$ cat src/rtl/axi_rd_sched.sv
// Read-path scheduler for the 2x2 AXI interconnect: round-robin grant of the shared
// AR/R path, slave decode from ARADDR, and a DATA-phase watchdog.
module axi_rd_sched #(
  parameter int ADDR_BITS   = 32,
  parameter int SEL_BIT     = 16,
  parameter int TIMEOUT_CYC = 256
) (
  input  logic                 ACLK,
  input  logic                 ARESETn,
  input  logic [ADDR_BITS-1:0] ARADDR_M0,
  input  logic                 ARVALID_M0,
  output logic                 ARREADY_M0,
  input  logic [ADDR_BITS-1:0] ARADDR_M1,
  input  logic                 ARVALID_M1,
  output logic                 ARREADY_M1,
  output logic                 ARVALID_S0,
  output logic                 ARVALID_S1,
  input  logic                 ARREADY_S0,
  input  logic                 ARREADY_S1,
  input  logic                 RVALID_S0,
  input  logic                 RVALID_S1,
  input  logic                 RLAST_S0,
  input  logic                 RLAST_S1,
  output logic                 RREADY_S0,
  output logic                 RREADY_S1,
  output logic                 RVALID_M0,
  output logic                 RVALID_M1,
  input  logic                 RREADY_M0,
  input  logic                 RREADY_M1,
  output logic                 m_sel,
  output logic                 s_sel,
  output logic                 busy,
  output logic                 timeout_err
);

  localparam int CNT_W = $clog2(TIMEOUT_CYC) + 1;
  localparam bit WDOG_EN = (TIMEOUT_CYC != 0);
  localparam logic [CNT_W-1:0] WDOG_LIMIT = WDOG_EN ? CNT_W'(TIMEOUT_CYC - 1) : {CNT_W{1'b0}};
  localparam logic [CNT_W-1:0] WDOG_MAX   = {CNT_W{1'b1}};

  typedef enum logic [1:0] {
    IDLE = 2'd0,
    ADDR = 2'd1,
    DATA = 2'd2
  } state_e;

  state_e           state_q, state_d;
  logic             m_sel_q, m_sel_d;
  logic             s_sel_q, s_sel_d;
  logic             last_gnt_q, last_gnt_d;
  logic             timeout_err_q, timeout_err_d;
  logic [CNT_W-1:0] wdog_q, wdog_d;

  logic gnt_s;
  logic arvalid_m_s;
  logic arready_s_s;
  logic rvalid_s_s;
  logic rlast_s_s;
  logic rready_m_s;
  logic addr_unused_s;

  // Only the select bit of each address matters here; the payload muxes use the rest.
  assign addr_unused_s = ^{ARADDR_M0, ARADDR_M1};

  // With both masters requesting, the one that did not win last time gets the path.
  assign gnt_s       = (ARVALID_M0 && ARVALID_M1) ? ~last_gnt_q : ARVALID_M1;
  assign arvalid_m_s = m_sel_q ? ARVALID_M1 : ARVALID_M0;
  assign arready_s_s = s_sel_q ? ARREADY_S1 : ARREADY_S0;
  assign rvalid_s_s  = s_sel_q ? RVALID_S1  : RVALID_S0;
  assign rlast_s_s   = s_sel_q ? RLAST_S1   : RLAST_S0;
  assign rready_m_s  = m_sel_q ? RREADY_M1  : RREADY_M0;

  // Next-state, watchdog and the valid/ready gating for the locked master/slave pair.
  always_comb begin
    state_d       = state_q;
    m_sel_d       = m_sel_q;
    s_sel_d       = s_sel_q;
    last_gnt_d    = last_gnt_q;
    wdog_d        = wdog_q;
    timeout_err_d = 1'b0;
    ARVALID_S0    = 1'b0;
    ARVALID_S1    = 1'b0;
    ARREADY_M0    = 1'b0;
    ARREADY_M1    = 1'b0;
    RVALID_M0     = 1'b0;
    RVALID_M1     = 1'b0;
    RREADY_S0     = 1'b0;
    RREADY_S1     = 1'b0;
    case (state_q)
      IDLE: begin
        if (ARVALID_M0 || ARVALID_M1) begin
          m_sel_d = gnt_s;
          s_sel_d = gnt_s ? ARADDR_M1[SEL_BIT] : ARADDR_M0[SEL_BIT];
          state_d = ADDR;
        end else begin
          state_d = IDLE;
        end
      end
      ADDR: begin
        ARVALID_S0 = !s_sel_q && arvalid_m_s;
        ARVALID_S1 =  s_sel_q && arvalid_m_s;
        ARREADY_M0 = !m_sel_q && arready_s_s;
        ARREADY_M1 =  m_sel_q && arready_s_s;
        if (arvalid_m_s && arready_s_s) begin
          last_gnt_d = m_sel_q;
          wdog_d     = {CNT_W{1'b0}};
          state_d    = DATA;
        end else begin
          state_d = ADDR;
        end
      end
      DATA: begin
        RVALID_M0 = !m_sel_q && rvalid_s_s;
        RVALID_M1 =  m_sel_q && rvalid_s_s;
        RREADY_S0 = !s_sel_q && rready_m_s;
        RREADY_S1 =  s_sel_q && rready_m_s;
        if (rvalid_s_s && rready_m_s) begin
          wdog_d  = {CNT_W{1'b0}};
          state_d = rlast_s_s ? IDLE : DATA;
        end else if (WDOG_EN && (wdog_q >= WDOG_LIMIT)) begin
          // Stalled transfer: give the path up and let the other master in next.
          wdog_d        = {CNT_W{1'b0}};
          timeout_err_d = 1'b1;
          last_gnt_d    = m_sel_q;
          state_d       = IDLE;
        end else if (wdog_q != WDOG_MAX) begin
          wdog_d = wdog_q + CNT_W'(1);
        end else begin
          wdog_d = wdog_q;
        end
      end
      default: begin
        state_d = IDLE;
      end
    endcase
  end

  // State register; last_gnt resets to M1 so M0 wins the first contested arbitration.
  always_ff @(posedge ACLK or negedge ARESETn) begin
    if (!ARESETn) begin
      state_q       <= IDLE;
      m_sel_q       <= 1'b0;
      s_sel_q       <= 1'b0;
      last_gnt_q    <= 1'b1;
      wdog_q        <= {CNT_W{1'b0}};
      timeout_err_q <= 1'b0;
    end else begin
      state_q       <= state_d;
      m_sel_q       <= m_sel_d;
      s_sel_q       <= s_sel_d;
      last_gnt_q    <= last_gnt_d;
      wdog_q        <= wdog_d;
      timeout_err_q <= timeout_err_d;
    end
  end

  assign m_sel       = m_sel_q;
  assign s_sel       = s_sel_q;
  assign busy        = (state_q != IDLE);
  assign timeout_err = timeout_err_q;

endmodule

$ cat config.mk
export PLATFORM = sky130hd
export DESIGN_NAME = axi_rd_sched
export DESIGN_NICKNAME = d
export VERILOG_FILES = /design/src/rtl/axi_rd_sched.sv
export SDC_FILE = /design/constraint.sdc
export NUM_CORES = 1
export LEC_CHECK = 0
export ABC_AREA = 1
export CAP_MARGIN = 20
export CORE_UTILIZATION = 34
export CTS_CLUSTER_DIAMETER = 120
export DETAILED_ROUTE_END_ITERATION = 12
export PLACE_DENSITY = 0.85
export SLEW_MARGIN = 20
export SYNTH_ARGS = -nofsm -noshare
export SYNTH_HDL_FRONTEND = slang
export SYNTH_SLANG_ARGS = --single-unit
$ cat constraint.sdc
create_clock -name ACLK -period 2.5 [get_ports ACLK]
set_clock_uncertainty 0.15 [all_clocks]
set_input_delay 0.5 -clock ACLK [delete_from_list [all_inputs] [get_ports ACLK]]
set_output_delay 0.5 -clock ACLK [all_outputs]
set_load 0.005 [all_outputs]
=== Word level (Yosys, flattened, before mapping) ===
Index checks and enable logic that the tools add are counted.

* Bitwise operators: 1
* $add $sub $neg: 1
* Order comparisons: 1
* Equal/unequal tests: 8
* Reduce and logical (&&, ||, !) cells: 20
* Mux-type cells: 33

{| class="wikitable"
|+ Operator list
! kind !! count
|-
| 9-bit 2-to-1 mux || 4
|-
| 1-bit 2-to-1 mux || 22
|-
| 9-bit case mux with 2 select lines || 1
|-
| 1-bit logical AND || 11
|-
| 9-bit by 1-bit adder with 9-bit output, second input constant || 1
|-
| 9-bit by 8-bit >= comparator with 1-bit output, second input constant || 1
|-
| 9-bit inequality test, second input constant || 1
|-
| 2-bit 2-to-1 mux || 4
|-
| 2-bit inequality test, second input constant || 3
|-
| 2-bit case mux with 3 select lines || 1
|-
| 4-bit inequality test, second input constant || 1
|-
| 4-bit AND reduction || 1
|-
| 2-bit nonzero test || 2
|-
| 3-bit inequality test, second input constant || 1
|-
| 3-bit AND reduction || 1
|-
| 2-bit by 1-bit == test with 1-bit output, second input constant || 1
|-
| 2-bit == test, second input constant || 1
|-
| 1-bit zero test || 2
|-
| 2-bit zero test || 1
|-
| 1-bit case mux with 2 select lines || 1
|-
| 2-bit AND reduction || 1
|-
| 1-bit logical OR || 1
|-
| 1-bit inverter || 1
|}

* Logic and storage cells: 70
* Register bits: 15

=== Longest topological paths before layout ===
Gate-level depths: netlist of run 1.

* Depth after elaboration: 5
* Mapped depth: 11

=== Least setup slack after synthesis of run 1 ===
Ideal clock, no wire load.

* Path kind: register -> register
* Start point: register wdog_q[0]
* End point: register state_q[1]
* Data arrival time: 1.676 ns
* Path slack: 0.552 ns
* Period minus slack after synthesis: 1.948 ns
* Cell stages (with the launch flop): 10
* Path buffers: 1
* Path through: dfrtp_1 > ha_1 > nand4_1 > nor3_1 > ha_1 > nor2_1 > nand4_4 > buf_6 > nand3_1 > o21ai_1

* Longest elaborated chain between the ends: 2

{| class="wikitable"
|+ RTL lines
! what !! RTL line !! text
|-
| start: declaration || 52 || <nowiki>logic [CNT_W-1:0] wdog_q, wdog_d;</nowiki>
|-
| start signal: assignment || 145 || <nowiki>wdog_q <= {CNT_W{1'b0}};</nowiki>
|-
| start signal: assignment || 152 || <nowiki>wdog_q <= wdog_d;</nowiki>
|-
| 9-bit by 8-bit >= comparator with 1-bit output || 120 || <nowiki>end else if (WDOG_EN && (wdog_q >= WDOG_LIMIT)) begin</nowiki>
|-
| 3-bit inequality test (no source line) || -- ||
|-
| end signal: assignment || 148 || <nowiki>state_q <= state_d;</nowiki>
|-
| end: declaration || 47 || <nowiki>state_e state_q, state_d;</nowiki>
|}

Every way passes these cells.
A chain may end at the register's enable or synchronous reset.

=== Worst setup path after layout of run 1 ===
* Start point: input port RVALID_S0
* End point: output port RVALID_M1

* Longest elaborated chain between the ends: 3

{| class="wikitable"
|+ RTL lines
! what !! RTL line !! text
|-
| start: declaration || 20 || <nowiki>input logic RVALID_S0,</nowiki>
|-
| 1-bit 2-to-1 mux || 69 || <nowiki>assign rvalid_s_s = s_sel_q ? RVALID_S1 : RVALID_S0;</nowiki>
|-
| 1-bit logical AND || 114 || <nowiki>RVALID_M1 = m_sel_q && rvalid_s_s;</nowiki>
|-
| 1-bit 2-to-1 mux || 89 || <nowiki>case (state_q)</nowiki>
|-
| end: declaration || 27 || <nowiki>output logic RVALID_M1,</nowiki>
|}

Every way passes these cells.

==> impl_metrics.sql, run 1 <==
INSERT INTO impl_metrics (metric_group, metric, value, unit) VALUES
('route', 'dr_total_vias', '1063', ''),
('worst_setup_path', 'timing.critical_path.arrival', '1.77', 'ns'),
('place', 'count_of_input_and_output_buffers', '25', ''),
('sta', 'fin_crit', '2.420', 'ns'),
('clocking', 'insertion_delay', '0.28', 'ns'),
('synthesis', 'synth-seq-cells', '15', ''),
('worst_setup_path', 'path_class', 'primary input to output port', ''),
('synthesis', 'syn_area', '1145', 'sq um'),
('sta', 'setup_repair_after_global_routing_missed_its_margin', 'no', ''),
('route', 'drt-pass1-iter-count', '4', ''),
('sta', 'fmax', '0.4133', 'GHz'),
('synthesis', 'syn_avg_cell_area', '7.155', 'sq um'),
('place', 'gp_congestion', '0.8040', ''),
('power_and_ir_drop', 'power_switching_share', '45.86', '%'),
('sta', 'finalHoldViolCount', '0', ''),
('layout', 'layout_common_cells', '62 x sky130_fd_sc_hd__nand2_1, 19 x sky130_fd_sc_hd__clkdlybuf4s50_1, 14 x sky130_fd_sc_hd__nor2_1, 14 x sky130_fd_sc_hd__dfrtp_1, 13 x sky130_fd_sc_hd__inv_1', ''),
('floorplanning', 'num_rows', '20', ''),
('worst_setup_path', 'worst_r2r_start', 'wdog_q[0]$_DFFE_PN0P_', ''),
('clocking', 'ctsLongestPathBuffers', '2', ''),
('power_and_ir_drop', 'p_sw', '0.5342', 'mW'),
('power_and_ir_drop', 'static_leakage', '0.7647', 'nW'),
('clocking', 'cts_hold_buf', '0', ''),
('global_routing', 'grt_max_degree', '16', ''),
('route', 'vias_per_cell', '4.523', ''),
('worst_setup_path', 'critPathMaxFanout', '2', ''),
('route', 'route.detailed.wl_per_inst', '10.20', 'microns'),
('layout', 'fin_area', '1503', 'sq um'),
('synthesis', 'syn_inst', '160', ''),
('global_routing', 'grt_antenna_before_repair', '0', ''),
('floorplanning', 'die_area', '3603', 'sq um'),
('synthesis', 'yosysWarningCount', '0', ''),
('worst_setup_path', 'cp-endpoint', 'RVALID_M1', ''),
('floorplanning', 'coreArea', '3128', 'sq um'),
('route', 'postRouteWirelength', '2397', 'microns'),
('clocking', 'numCtsBuffers', '3', ''),
('sta', 'setup_viol', '0', ''),
('layout', 'layout.cells.most_common', 'sky130_fd_sc_hd__nand2_1', ''),
('worst_setup_path', 'crit_path_start', 'RVALID_S0', ''),
('synthesis', 'yosysSeqAreaShare', '32.90', '%'),
('sta', 'layout_setup_ws', '0.08035', 'ns'),
('synthesis', 'synth.net_count', '243', ''),
('global_routing', 'global_route_wire_length_before_repair', '3933', 'microns'),
('global_routing', 'track_usage', '14.53', '%'),
('sta', 'finalCritPeriodShare', '96.79', '%'),
('floorplanning', 'floorplan.die.height', '60.03', 'microns'),
('clocking', 'clk_pin_slew_worst_paths', '0.09', 'ns'),
('worst_setup_path', 'reg2reg_slack', '0.22', 'ns'),
('layout', 'multi_input_combinational_cell_area', '691.9', 'sq um'),
('layout', 'fillers', '305', ''),
('power_and_ir_drop', 'power_density', '775.1', 'nW/um^2'),
('worst_setup_path', 'crit-reg2reg-capture', 'wdog_q[3]$_DFFE_PN0P_', ''),
('place', 'dp.final_hpwl', '1851', 'microns'),
('sta', 'holdWs', '0.3163', 'ns'),
('flow_run', 'max_cap_violation_count', '0', ''),
('global_routing', 'number_of_global_route_vias_before_repair', '956', ''),
('sta', 'report.final.slew_viol_count', '0', ''),
('status', 'outcome', 'finished clean', ''),
('synthesis', 'ys_types', '29', ''),
('worst_setup_path', 'crit_path_end_kind', 'output port', ''),
('power_and_ir_drop', 'share_comb_of_total_power', '57.1', '%'),
('power_and_ir_drop', 'pwr-share-clk', '12.2', '%'),
('clocking', 'clock_tree_from_tritoncts', 'done', ''),
('route', 'drtAntennaViolNets', '0', ''),
('worst_setup_path', 'startpoint_type', 'primary input', ''),
('worst_setup_path', 'worst-r2r-cell-count', '10', ''),
('clocking', 'clk_root_buffer_cell', 'sky130_fd_sc_hd__clkbuf_4', ''),
('floorplanning', 'die-width', '60.03', 'microns'),
('route', 'drt_first_iter_violations', '42', ''),
('sta', 'slew_headroom', '52.94', '%'),
('route', 'drcViolationCount', '0', ''),
('clocking', 'htree_num_levels', '1', '');
## final cells by class
cell class                      count  area share [%]
Multi-Input combinational cell    126           46.05
Inverter                           16           3.997
Tap cell                           44           3.664
Timing Repair Buffer               30           19.40
Clock inverter                      1          0.3331
Clock buffer                        3           1.499
Sequential cell                    15           25.06
## worst max-delay path: stages
cell,delay [ns]
sky130_fd_sc_hd__clkdlybuf4s50_1,0.51
sky130_fd_sc_hd__nand2_4,0.06
sky130_fd_sc_hd__nand2_4,0.05
sky130_fd_sc_hd__nand2_1,0.06
sky130_fd_sc_hd__nor2_1,0.08
sky130_fd_sc_hd__clkdlybuf4s50_1,0.50
## kinds of logic after synthesis
| kind of cell | share of synthesized area [%] |
|---|---|
| flops | 32.90 |
| xor+xnor | 3.061 |
| simple gates | 41.86 |
| compound gates | 6.886 |
| fa+ha+maj | 7.650 |
| buf+inv | 7.650 |
## state kept, by name, summed over array words and instances (netlist names)
signal / cells
wdog_q: 9
state_q: 2
last_gnt_q: 1
m_sel: 1
s_sel: 1
timeout_err: 1
## layer usage
layer  wire length, microns  up-vias  GRT usage [%]  share of wire (%)
met5                      0        -              0                  0
met4                      0        0          3.987                  0
met3                    177        0          3.463                7.4
met2                   1204       34          26.03                 50
met1                   1015      472          17.16                 42
li1                       -      557              -                  -
## synth_stat cells
master	count	share of area, %
sky130_fd_sc_hd__nand2_2	3	1.6
sky130_fd_sc_hd__nor2_2	6	3.3
sky130_fd_sc_hd__a21oi_1	3	1.3
sky130_fd_sc_hd__o21bai_1	1	0.66
sky130_fd_sc_hd__buf_2	1	0.44
sky130_fd_sc_hd__nand4_1	1	0.55
sky130_fd_sc_hd__o21ai_2	1	0.77
sky130_fd_sc_hd__a21boi_0	1	0.66
sky130_fd_sc_hd__nand3_2	1	0.87
sky130_fd_sc_hd__nor2_4	1	0.98
sky130_fd_sc_hd__nand4_4	1	1.9
sky130_fd_sc_hd__o21ai_1	2	0.87
sky130_fd_sc_hd__o21ai_0	3	1.3
sky130_fd_sc_hd__nor3_1	2	0.87
sky130_fd_sc_hd__nand4_2	1	1.1
sky130_fd_sc_hd__a21boi_1	1	0.66
sky130_fd_sc_hd__xnor2_1	1	0.77
sky130_fd_sc_hd__o31ai_1	1	0.66
sky130_fd_sc_hd__nand2_1	64	21
sky130_fd_sc_hd__xor2_1	3	2.3
sky130_fd_sc_hd__dfrtp_1	14	31
sky130_fd_sc_hd__ha_1	7	7.6
sky130_fd_sc_hd__inv_1	13	4.3
sky130_fd_sc_hd__inv_2	3	0.98
sky130_fd_sc_hd__nor2_1	14	4.6
sky130_fd_sc_hd__nand2_4	3	3.0
sky130_fd_sc_hd__buf_6	2	2.0
sky130_fd_sc_hd__dfstp_2	1	2.3
sky130_fd_sc_hd__nand3_1	5	2.2
## timing repair
item | CTS | global route
resized for setup | 7 | 4
endpoints found under the setup margin | 2 | 3
buffers inserted | 0 | 0
pin swaps | 1 | 0
## power by group through the flow
stage / Clock (mW) / Combinational (mW) / Sequential, mW
3_5_place_dp: 0 / 0.667 / 0.361
6_report: 0.142 / 0.666 / 0.357
2_1_floorplan: 0 / 0.455 / 0.347
5_1_grt: 0.164 / 0.746 / 0.363
3_3_place_gp: 0 / 0.648 / 0.358
4_1_cts: 0.147 / 0.672 / 0.358
## worst min-delay path by stage
stage,start,endpoint,slack [ns],cells past startpoint
5_1_grt,last_gnt_q$_DFFE_PN1P_,last_gnt_q$_DFFE_PN1P_,0.34,2
2_1_floorplan,ARESETn,m_sel$_DFFE_PN0P_,0.05,0
4_1_cts,last_gnt_q$_DFFE_PN1P_,last_gnt_q$_DFFE_PN1P_,0.32,2
3_5_place_dp,last_gnt_q$_DFFE_PN1P_,last_gnt_q$_DFFE_PN1P_,0.31,2
3_3_place_gp,last_gnt_q$_DFFE_PN1P_,last_gnt_q$_DFFE_PN1P_,0.30,2
6_report,last_gnt_q$_DFFE_PN1P_,last_gnt_q$_DFFE_PN1P_,0.32,2
## through the flow
step	instances	utilization (%)	power, mW	TNS (ns)
2_1_floorplan	160	-	0.8023	0
3_3_place_gp	231	46.68	1.007	-0.2034
3_5_place_dp	231	46.68	1.029	-0.3167
4_1_cts	235	47.72	1.177	0
5_1_grt	235	48.04	1.274	0
6_report	235	48.04	1.165	0
(Power assumes the default switching activity.)
==> inputs of run 2 (changes only) <==
--- a/config.mk
+++ b/config.mk
@@ -7,6 +7,7 @@
 export LEC_CHECK = 0
 export ABC_AREA = 1
 export CAP_MARGIN = 20
+export CORE_MARGIN = 2
 export CORE_UTILIZATION = 34
 export CTS_CLUSTER_DIAMETER = 120
 export DETAILED_ROUTE_END_ITERATION = 12
==> impl_metrics.sql, run 2 (same netlist as run 1, synthesis figures left out) <==
INSERT INTO impl_metrics (metric_group, metric, value, unit) VALUES
('worst_setup_path', 'critical_path.slowest_cell', 'sky130_fd_sc_hd__clkdlybuf4s50_1', ''),
('layout', 'finalCoreUtilization', '45.52', '%'),
('layout', 'syn_to_final_growth', '30.60', '%'),
('flow_run', 'max_cap_violation_count', '0', ''),
('global_routing', 'grt_overflow_total', '0', ''),
('sta', 'finalHoldViolCount', '0', ''),
('worst_setup_path', 'critPathMaxFanout', '3', ''),
('clocking', 'ctsLongestPathBuffers', '2', ''),
('layout', 'layout-drive-gt1-share', '16.84', '%'),
('worst_setup_path', 'startpoint_type', 'primary input', ''),
('worst_hold_path', 'timing.hold.worst.class', 'flop to flop', ''),
('place', 'placedInstanceArea', '1455', 'sq um'),
('layout', 'layout.cells.most_common', 'sky130_fd_sc_hd__nand2_1', ''),
('worst_setup_path', 'path_class', 'primary input to output port', ''),
('layout', 'n_antenna_cell', '0', ''),
('clocking', 'clk_pin_slew_worst_paths', '0.09', 'ns'),
('sta', 'timing.setup.tns', '0', 'ns'),
('worst_setup_path', 'timing.critical_path.depth', '6', ''),
('floorplanning', 'floorplan.die.height', '62.03', 'microns'),
('route', 'drt-pass1-iter-count', '4', ''),
('power_and_ir_drop', 'static_leakage', '0.7618', 'nW'),
('route', 'route.detailed.wl_per_inst', '10.53', 'microns'),
('clocking', 'clk_root_buffer_cell', 'sky130_fd_sc_hd__clkbuf_4', ''),
('place', 'dpl.cell_count', '232', ''),
('route', 'vias_per_cell', '4.462', ''),
('global_routing', 'global_route_wire_length_before_repair', '3864', 'microns'),
('floorplanning', 'die_area', '3847', 'sq um'),
('clocking', 'numCtsBuffers', '3', ''),
('clocking', 'htree_num_levels', '1', ''),
('route', 'drcViolationCount', '0', ''),
('route', 'drtAntennaViolNets', '0', ''),
('floorplanning', 'die-width', '62.03', 'microns'),
('power_and_ir_drop', 'power_density', '777.0', 'nW/um^2'),
('global_routing', 'track_usage', '13.99', '%'),
('sta', 'fmax', '0.4083', 'GHz'),
('layout', 'largest_register_ffs', '9', ''),
('floorplanning', 'num_rows', '21', ''),
('worst_hold_path', 'worst_hold_path.endpoint', 'last_gnt_q$_DFFE_PN1P_', ''),
('floorplanning', 'coreArea', '3284', 'sq um'),
('layout', 'finish.net_count', '274', ''),
('clocking', 'insertion_delay', '0.29', 'ns'),
('place', 'dp.final_hpwl', '1938', 'microns'),
('power_and_ir_drop', 'vdd_ir_drop_max', '0.2284', 'mV'),
('worst_setup_path', 'timing.critical_path.arrival', '1.80', 'ns'),
('sta', 'setup_viol', '0', ''),
('worst_hold_path', 'timing.hold.worst.start', 'last_gnt_q$_DFFE_PN1P_', ''),
('route', 'dr_total_vias', '1053', ''),
('worst_setup_path', 'worst_path_dominant_cell_family', 'buffers and inverters', ''),
('clocking', 'cts_setup_buffers', '0', ''),
('worst_setup_path', 'worst_r2r_start', 'wdog_q[0]$_DFFE_PN0P_', ''),
('sta', 'slew_headroom', '52.05', '%'),
('layout', 'instances_no_fill', '236', ''),
('layout', 'top_register', 'wdog_q', ''),
('worst_setup_path', 'crit_path_end_kind', 'output port', ''),
('global_routing', 'number_of_global_route_vias_before_repair', '947', ''),
('worst_setup_path', 'reg2reg_slack', '0.24', 'ns'),
('worst_setup_path', 'critPathMaxStageDelay', '0.50', 'ns'),
('worst_setup_path', 'timing.critical_path.buf_inv', '2', ''),
('global_routing', 'grt_max_degree', '16', ''),
('sta', 'report.final.slew_viol_count', '0', ''),
('worst_setup_path', 'cp_data_required_time', '1.85', 'ns'),
('layout', 'fin_area', '1495', 'sq um'),
('place', 'count_of_input_and_output_buffers', '25', ''),
('route', 'drt_first_iter_violations', '39', ''),
('sta', 'finalCritPeriodShare', '97.96', '%'),
('worst_setup_path', 'crit-reg2reg-capture', 'wdog_q[7]$_DFFE_PN0P_', ''),
('status', 'outcome', 'finished clean', ''),
('place', 'gp_congestion', '0.7987', ''),
('worst_hold_path', 'hold-path-cell-count', '2', ''),
('clocking', 'clock_sink_count', '15', ''),
('sta', 'fin_crit', '2.449', 'ns'),
('worst_setup_path', 'worst-r2r-cell-count', '10', ''),
('worst_setup_path', 'crit_path_cell_trace', 'clkdlybuf4s50_1 -> nand2_1 -> nand2_2 -> nand2_1 -> nor2_1 -> clkdlybuf4s50_1', ''),
('sta', 'tightestPinTransition', '0.7170', 'ns'),
('clocking', 'clock_tree_from_tritoncts', 'done', ''),
('route', 'postRouteWirelength', '2484', 'microns'),
('global_routing', 'grt_antenna_before_repair', '0', ''),
('floorplanning', 'ios', '88', ''),
('layout', 'largestRegisters', 'wdog_q x9, state_q x2', ''),
('layout', 'layout_common_cells', '63 x sky130_fd_sc_hd__nand2_1, 19 x sky130_fd_sc_hd__clkdlybuf4s50_1, 14 x sky130_fd_sc_hd__nor2_1, 14 x sky130_fd_sc_hd__dfrtp_1, 13 x sky130_fd_sc_hd__inv_1', ''),
('floorplanning', 'start_util', '34.86', '%');
## run 2: changes by cell type in the layout (fill, tap and decap cells not counted), sizes merged
cell,before,now
buf,5,4
## run 2: metal layers
metal	track usage [%]	share of wire, %	vias to the layer above
li1	-	-	558
met4	6.383	1.0	0
met1	16.09	43	467
met5	0	0	-
met2	24.26	49	26
met3	3.520	6.8	2
## run 2: worst max-delay path by stage
stage	start	to	slack (ns)
4_1_cts	RVALID_S0	RVALID_M0	0.01
3_3_place_gp	ARVALID_M1	ARVALID_S0	-0.18
3_5_place_dp	ARVALID_M1	ARVALID_S1	-0.19
2_1_floorplan	wdog_q[0]$_DFFE_PN0P_	state_q[1]$_DFFE_PN0P_	0.55
5_1_grt	ARREADY_S1	ARREADY_M0	-0.008
6_report	ARREADY_S1	ARREADY_M0	0.05
## run 2: what timing repair did
item,in CTS,in global routing
endpoints found under the setup margin,2,4
endpoints found under the hold margin,0,0
pin swaps,1,0
hold buffers,0,0
gates resized for setup,6,4
gates cloned,0,0
## run 2: where the power goes
part,internal (mW),switching [mW]
clock,0.0594,0.0852
sequential,0.294,0.0628
combinational,0.276,0.384
total,0.629,0.532
## run 2: metrics by stage
| stage | hold slack (ns) | setup WS [ns] | total power [mW] |
|---|---|---|---|
| finish | 0.3172 | 0.05093 | 1.162 |
| global route | 0.3485 | -0.008241 | 1.279 |
| CTS | 0.3187 | 0.01191 | 1.174 |
| detailed placement | 0.3071 | -0.1889 | 1.025 |
| global placement | 0.3021 | -0.1809 | 1.007 |
| floorplan | 0.05441 | 0.5523 | 0.8023 |
## run 2: final cells by class
| type | instances | area, sq um |
|---|---|---|
| clock buffers | 3 | 22.52 |
| clock inverters | 1 | 5.005 |
| fillers | 333 | 1789 |
| inverters | 16 | 60.06 |
| multi-input cells | 126 | 689.4 |
| flip-flops and latches | 15 | 376.6 |
| well taps | 46 | 57.56 |
| repair buffers | 29 | 284.0 |
## run 2: worst reg2reg max path: stages, from the launching register on
cell and delay (ns):
sky130_fd_sc_hd__dfrtp_1 0.43, sky130_fd_sc_hd__ha_1 0.26, sky130_fd_sc_hd__nand4_1 0.16, sky130_fd_sc_hd__nor3_1 0.09
sky130_fd_sc_hd__ha_1 0.20, sky130_fd_sc_hd__nor2_1 0.27, sky130_fd_sc_hd__nand4_2 0.14, sky130_fd_sc_hd__nand2_2 0.22
sky130_fd_sc_hd__inv_2 0.13, sky130_fd_sc_hd__nand2_1 0.08, sky130_fd_sc_hd__nand2_1 0.05
